### src/rtl/nn_layer_sequencer.sv
// nn_layer_sequencer
// Multi-layer, fully-connected inference core built around one signed MAC.
// A weight RAM holds LAYER_DEPTH layers of LAYER_SIZE x LAYER_SIZE weights.
// The core streams in one input vector and runs every layer back to back.
// Two activation buffers are used in ping-pong fashion. The core then
// streams out the final layer vector.
//
// Ports:
//   clk, rst                    clock, synchronous active-high reset
//   w_we/w_layer/w_row/w_col    weight write port. Accepted only in IDLE.
//   w_data                      Out-of-range indices are dropped.
//   start                       single-cycle run request, sampled in IDLE only
//   busy                        high from start acceptance to last output handshake
//   x_valid/x_ready/x_data      input vector stream, element 0 first
//   y_valid/y_ready/y_data      output vector stream, element 0 first
//   y_last                      marks the final output element
//   done                        one-cycle pulse after the last output handshake
//   state_dbg                   current FSM state, for observation only
//
// Handshake: an element moves on a rising edge where valid and ready are both 1.
// The source holds valid and data stable until that edge.
// A ready signal never depends combinationally on valid.
//
// Build option: define NN_RELU_EN to clamp negative write-back values to 0.
module nn_layer_sequencer #(
  parameter int LAYER_SIZE  = 3,
  parameter int LAYER_DEPTH = 2,
  parameter int BIT_SIZE    = 8,
  parameter int FRAC_BITS   = 0,
  localparam int LW = (LAYER_DEPTH > 1) ? $clog2(LAYER_DEPTH) : 1,
  localparam int NW = (LAYER_SIZE > 1) ? $clog2(LAYER_SIZE) : 1
) (
  input  logic                clk,
  input  logic                rst,
  input  logic                w_we,
  input  logic [LW-1:0]       w_layer,
  input  logic [NW-1:0]       w_row,
  input  logic [NW-1:0]       w_col,
  input  logic [BIT_SIZE-1:0] w_data,
  input  logic                start,
  output logic                busy,
  input  logic                x_valid,
  output logic                x_ready,
  input  logic [BIT_SIZE-1:0] x_data,
  output logic                y_valid,
  input  logic                y_ready,
  output logic [BIT_SIZE-1:0] y_data,
  output logic                y_last,
  output logic                done,
  output logic [2:0]          state_dbg
);
  localparam int PW    = 2 * BIT_SIZE;
  localparam int AW    = 2 * BIT_SIZE + $clog2(LAYER_SIZE) + 1;
  localparam int WORDS = LAYER_DEPTH * LAYER_SIZE * LAYER_SIZE;
  localparam int AD    = (WORDS > 1) ? $clog2(WORDS) : 1;
  localparam logic [NW-1:0] N_LAST = NW'(LAYER_SIZE - 1);
  localparam logic [LW-1:0] L_LAST = LW'(LAYER_DEPTH - 1);
  localparam logic signed [AW-1:0] SAT_MAX = {{(AW-BIT_SIZE+1){1'b0}}, {(BIT_SIZE-1){1'b1}}};
  localparam logic signed [AW-1:0] SAT_MIN = {{(AW-BIT_SIZE+1){1'b1}}, {(BIT_SIZE-1){1'b0}}};

  typedef enum logic [2:0] {S_IDLE, S_LOAD, S_MAC, S_WB, S_OUT, S_DONE} state_t;

  state_t                state_q, state_d;
  logic                  busy_q, busy_d, x_ready_q, x_ready_d;
  logic                  y_valid_q, y_valid_d, y_last_q, y_last_d, done_q, done_d;
  logic [BIT_SIZE-1:0]   y_data_q, y_data_d;
  logic [LW-1:0]         l_q, l_d;
  logic [NW-1:0]         j_q, j_d, i_q, i_d, k_q, k_d, k_nxt;
  logic                  sel_q, sel_d;   // selects which buffer feeds the MAC
  logic signed [AW-1:0]  acc_q, acc_d, acc_sh;
  logic [BIT_SIZE-1:0]   act_q [2][LAYER_SIZE];
  logic [BIT_SIZE-1:0]   act_d [2][LAYER_SIZE];

  // Weight RAM: no reset, so weights survive a reset that aborts a run.
  logic [BIT_SIZE-1:0]   w_mem [WORDS];
  logic                  w_ok;
  logic [AD-1:0]         w_waddr, w_raddr;
  logic [BIT_SIZE-1:0]   w_rd;

  assign w_ok    = w_we && (state_q == S_IDLE) && (int'(w_layer) < LAYER_DEPTH) &&
                   (int'(w_row) < LAYER_SIZE) && (int'(w_col) < LAYER_SIZE);
  assign w_waddr = AD'(int'(w_layer) * LAYER_SIZE * LAYER_SIZE + int'(w_row) * LAYER_SIZE + int'(w_col));
  assign w_raddr = AD'(int'(l_q) * LAYER_SIZE * LAYER_SIZE + int'(j_q) * LAYER_SIZE + int'(i_q));
  assign w_rd    = w_mem[w_raddr];

  always_ff @(posedge clk) begin
    if (w_ok) w_mem[w_waddr] <= w_data;
  end

  // MAC datapath
  logic signed [PW-1:0]       prod;
  logic signed [AW-1:0]       prod_ext;
  logic [BIT_SIZE-1:0]        wb_val;

  assign prod     = $signed(w_rd) * $signed(act_q[sel_q][i_q]);
  assign prod_ext = {{(AW-PW){prod[PW-1]}}, prod};
  assign acc_sh   = acc_q >>> FRAC_BITS;
  assign k_nxt    = k_q + 1'b1;

  always_comb begin
    if (acc_sh > SAT_MAX)      wb_val = SAT_MAX[BIT_SIZE-1:0];
    else if (acc_sh < SAT_MIN) wb_val = SAT_MIN[BIT_SIZE-1:0];
    else                       wb_val = acc_sh[BIT_SIZE-1:0];
`ifdef NN_RELU_EN
    if (wb_val[BIT_SIZE-1]) wb_val = '0;
`else
`endif
  end

  always_comb begin
    state_d   = state_q;
    busy_d    = busy_q;
    x_ready_d = x_ready_q;
    y_valid_d = y_valid_q;
    y_last_d  = y_last_q;
    y_data_d  = y_data_q;
    done_d    = 1'b0;
    l_d       = l_q;
    j_d       = j_q;
    i_d       = i_q;
    k_d       = k_q;
    sel_d     = sel_q;
    acc_d     = acc_q;
    act_d     = act_q;
    unique case (state_q)
      S_IDLE: begin
        if (start) begin
          state_d   = S_LOAD;
          busy_d    = 1'b1;
          x_ready_d = 1'b1;
          i_d       = '0;
          sel_d     = 1'b0;
        end
      end
      S_LOAD: begin
        if (x_valid) begin
          act_d[sel_q][i_q] = x_data;
          if (i_q == N_LAST) begin
            state_d   = S_MAC;
            x_ready_d = 1'b0;
            i_d       = '0;
            j_d       = '0;
            l_d       = '0;
          end else begin
            i_d = i_q + 1'b1;
          end
        end
      end
      S_MAC: begin
        // i=0 restarts the accumulation for a new output node
        acc_d = ((i_q == '0) ? '0 : acc_q) + prod_ext;
        if (i_q == N_LAST) begin
          state_d = S_WB;
          i_d     = '0;
        end else begin
          i_d = i_q + 1'b1;
        end
      end
      S_WB: begin
        act_d[~sel_q][j_q] = wb_val;
        if (j_q != N_LAST) begin
          j_d     = j_q + 1'b1;
          state_d = S_MAC;
        end else if (l_q != L_LAST) begin
          l_d     = l_q + 1'b1;
          j_d     = '0;
          sel_d   = ~sel_q;
          state_d = S_MAC;
        end else begin
          // Element 0 was written by an earlier write-back, so it can be
          // registered now without a bypass from wb_val.
          state_d   = S_OUT;
          y_valid_d = 1'b1;
          y_data_d  = act_q[~sel_q][0];
          y_last_d  = 1'b0;
          k_d       = '0;
        end
      end
      S_OUT: begin
        if (y_ready) begin
          if (k_q == N_LAST) begin
            state_d   = S_DONE;
            y_valid_d = 1'b0;
            y_last_d  = 1'b0;
            y_data_d  = '0;
            busy_d    = 1'b0;
            done_d    = 1'b1;
          end else begin
            k_d      = k_nxt;
            y_data_d = act_q[~sel_q][k_nxt];
            y_last_d = (k_nxt == N_LAST);
          end
        end
      end
      S_DONE:  state_d = S_IDLE;
      default: state_d = S_IDLE;
    endcase
  end

  always_ff @(posedge clk) begin
    if (rst) begin
      state_q   <= S_IDLE;
      busy_q    <= 1'b0;
      x_ready_q <= 1'b0;
      y_valid_q <= 1'b0;
      y_last_q  <= 1'b0;
      y_data_q  <= '0;
      done_q    <= 1'b0;
      l_q       <= '0;
      j_q       <= '0;
      i_q       <= '0;
      k_q       <= '0;
      sel_q     <= 1'b0;
      acc_q     <= '0;
      for (int b = 0; b < 2; b++)
        for (int n = 0; n < LAYER_SIZE; n++)
          act_q[b][n] <= '0;
    end else begin
      state_q   <= state_d;
      busy_q    <= busy_d;
      x_ready_q <= x_ready_d;
      y_valid_q <= y_valid_d;
      y_last_q  <= y_last_d;
      y_data_q  <= y_data_d;
      done_q    <= done_d;
      l_q       <= l_d;
      j_q       <= j_d;
      i_q       <= i_d;
      k_q       <= k_d;
      sel_q     <= sel_d;
      acc_q     <= acc_d;
      act_q     <= act_d;
    end
  end

  assign busy      = busy_q;
  assign x_ready   = x_ready_q;
  assign y_valid   = y_valid_q;
  assign y_last    = y_last_q;
  assign y_data    = y_data_q;
  assign done      = done_q;
  assign state_dbg = state_q;
endmodule

### config.mk
export PLATFORM = sky130hd
export DESIGN_NAME = nn_layer_sequencer
export DESIGN_NICKNAME = d
export VERILOG_FILES = /design/src/rtl/nn_layer_sequencer.sv
export SDC_FILE = /design/constraint.sdc
export NUM_CORES = 1
export LEC_CHECK = 0
export CAP_MARGIN = 20
export CORE_ASPECT_RATIO = 0.5
export CORE_MARGIN = 2
export CORE_UTILIZATION = 40
export CTS_BUF_LIST = sky130_fd_sc_hd__clkbuf_16
export CTS_CLUSTER_SIZE = 40
export DETAILED_ROUTE_END_ITERATION = 10
export PLACE_DENSITY = 0.64
export RECOVER_POWER = 100
export SLEW_MARGIN = 20
export SYNTH_ARGS = -nofsm -noshare
export SYNTH_HDL_FRONTEND = slang
export SYNTH_SLANG_ARGS = --single-unit
### constraint.sdc
create_clock -name clk -period 26.4 [get_ports clk]
set_clock_uncertainty 0.1 [all_clocks]
set_input_delay 5.28 -clock clk [delete_from_list [all_inputs] [get_ports clk]]
set_output_delay 5.28 -clock clk [all_outputs]
set_load 0.02 [all_outputs]
==> flow_summary.toml <==
[clocking]
htree_levels = 1
numClockSinks = 235
cts_tree = "done"
path_clk_slew_ns = 0.06
cts-root-buf = "clkbuf_16"
clock_path_buffers = 3
cts_resized = 0
clock_latency_ns = 0.54
cts-hold-fix-buffers = 0
postCtsSetupBuffers = 0
cts_buffers = 23

[synthesis]
synth_top_area_share_pct = 30.0
postSynthAreaPerCell_um2 = 10.9
yosysUniqueCellTypes = 64
synth_edf_count = 144
synth_seq_area_share_pct = 42.7
synth_area_um2 = 14400
synthXorXnorAreaFrac_pct = 2.18
synth_compound_area_share_pct = 13.2
yosys_warnings = 0
netlist_instances = 1321
synth_nets = 1478
synth.area.top_cells = "edfxtp_1 (30%), dfxtp_1 (13%), fa_1 (9.2%)"
synthAdderAreaFrac_pct = 14.7
yosysTopAreaCell = "edfxtp_1"
synth_mux_area_share_pct = 10.9
synth-seq-cells = 235
async_reset_ff_share_pct = 0
synth_top_family_by_area = "adder cells"
synthSimpleGateAreaFrac_pct = 11.6
ys.flop_type = "edfxtp_1"

[floorplanning]
coreArea_um2 = 35700
die_height_um = 138
initial_core_util_pct = 40.3
die_w_um = 272
die_area_um2 = 37600
num_io_pins = 43
rows = 49

[global_routing]
grt_usage_pct = 18.1
use_met1_pct = 25.2
grt_first_pass_wirelength_mm = 55.3
busiest_layer = "met2"
grtUsageMet2_pct = 30.5
grt_max_degree = 92
grt_overflow = 0
grt_pass1_vias = 10315
grtUsageMet3_pct = 2.59
antenna_found_initial = 0

[worst_setup_path]
worstSetupStartpointType = "flip-flop"
slowest_delay_ns = 1.79
crit_type = "flip-flop to flip-flop"
critPathSlowestCell = "clkbuf_1"
reg2reg_slack_ns = 14.65
cp-end-kind = "flip-flop"
crit_arrival_ns = 12.07
required_ns = 26.72
crit_fanout = 32

[timing]
worst_pin_slew_ns = 4.33
slew_viol_final = 125
tns_ns = 0
fin_crit_sh_pct = 44.5
rsz0062_at_grt = "no"
fmax_mhz = 85.1
setup_ws_ns = 14.65
min_period_ns = 11.75
max_slew_margin_pct = -189
finalHoldViolations = 0
setup_violations = 0

[route]
firstDrtPassIters = 7
wire_per_inst_um = 18.6
routed_wl_mm = 34.3
drc = 0
vias_per_cell = 5.61
via_count = 10335
ant_nets = 0
drtIter0Drc = 1001

[cells_and_area]
postLayoutCellArea_um2 = 16100
instances_no_fill = 1843
area_growth_pct = 11.6
seqCellArea_um2 = 6150
layout_common_cells = "nor2_1 (188), edfxtp_1 (144), inv_1 (118)"
multi_input_area_um2 = 7600
drive_gt1_share_pct = 9.86
antenna_cells = 0
fillers = 3249
layout_commonest_cell = "nor2_1"
nets = 1500

[placement]
placed_area_um2 = 15300
port_buffers = 42
gp_congestion = 0.850
dp.cells = 1801
pre_cts_slack_ns = 16.06
dp_hpwl_mm = 24.2

[power_and_ir_drop]
ir_drop_v = 0.0000451
power_leakage_nw = 5.95
pwr_density_cell_nw_per_um2 = 68.4
finalPower_w = 0.00110

[job]
max_cap_viol_count = 2

[run_status]
violations = "max-capacitance violations, max-slew violations"
status = "finished with violations"

[worst_hold_path]
hold_class = "flip-flop to flip-flop"
[critical path: cells and delay by family, from the launching register on]
family / cells / cell delay [ns]
flip-flops: 1 / 0.82
adder cells (fa/ha/maj): 8 / 3.52
buffers and inverters: 6 / 2.48
multiplexers: 2 / 1.19
AO/OA/AOI/OAI: 11 / 2.82
XOR/XNOR: 1 / 0.10
AND/OR/NAND/NOR: 4 / 0.59
[sequential cells by signal, summed over array words and instances, names as in the netlist]
register   cells
k_q            2
w_mem        144
busy           1
j_q            2
done           1
sel_q          1
i_q            2
acc_q         19
state_dbg      3
y_valid        1
y_last         1
l_q            1
act_q         48
y_data         8
x_ready        1
[final cells by class]
class / instances / area share (%)
timing repair buffer: 55 / 3.15
clock buffer: 23 / 3.58
inverter: 114 / 2.66
clock inverter: 18 / 1.28
tap: 484 / 3.77
multi-input combinational: 914 / 47.3
sequential: 235 / 38.3
[metal layers]
layer  vias up  share of wire (%)  wire length [um]
met3        49                5.6              1930
met5         -                  0                 0
met1      5124                 45             15300
li1       4835                  -                 -
met4         0                1.4               473
met2       327                 48             16600
[where the power goes]
part | switching (W) | internal, W
combinational | 0.000209 | 0.000137
sequential | 0.00000970 | 0.000399
clock | 0.000146 | 0.000200
[cells by family (layout without fill, tap and decap cells)]
logic type,Yosys count,count (layout)
and+or+nand+nor,375,375
adders and majority gates,130,130
AOI/OAI and AO/OA,283,283
buffers and inverters,172,210
muxes,91,91
DFF,235,235
xor gates and xnor gates,35,35
[final timing paths]
path / startpoint / end / cells past startpoint
max: i_q[0] / acc_q[18] / 32
min: busy / busy / 2
max reg2reg: i_q[0] / acc_q[18] / 32
min reg2reg: busy / busy / 2
[metrics by stage]
step | utilization [%] | hold WS (ns)
2_1_floorplan | - | 0.341
3_3_place_gp | 42.8 | 0.350
3_5_place_dp | 42.8 | 0.364
4_1_cts | 45.0 | 0.374
5_1_grt | 45.0 | 0.395
6_report | 45.0 | 0.367
[cell usage after synthesis (25+ instances only)]
cell type	number
clkbuf_1	46
fa_1	66
a21oi_1	76
xnor2_1	25
nand2_1	69
mux4_2	43
edfxtp_1	144
dfxtp_1	91
a211oi_1	53
nor2_1	191
ha_1	64
a22oi_1	58
inv_1	114
Power figures use the tool's default switching activity.
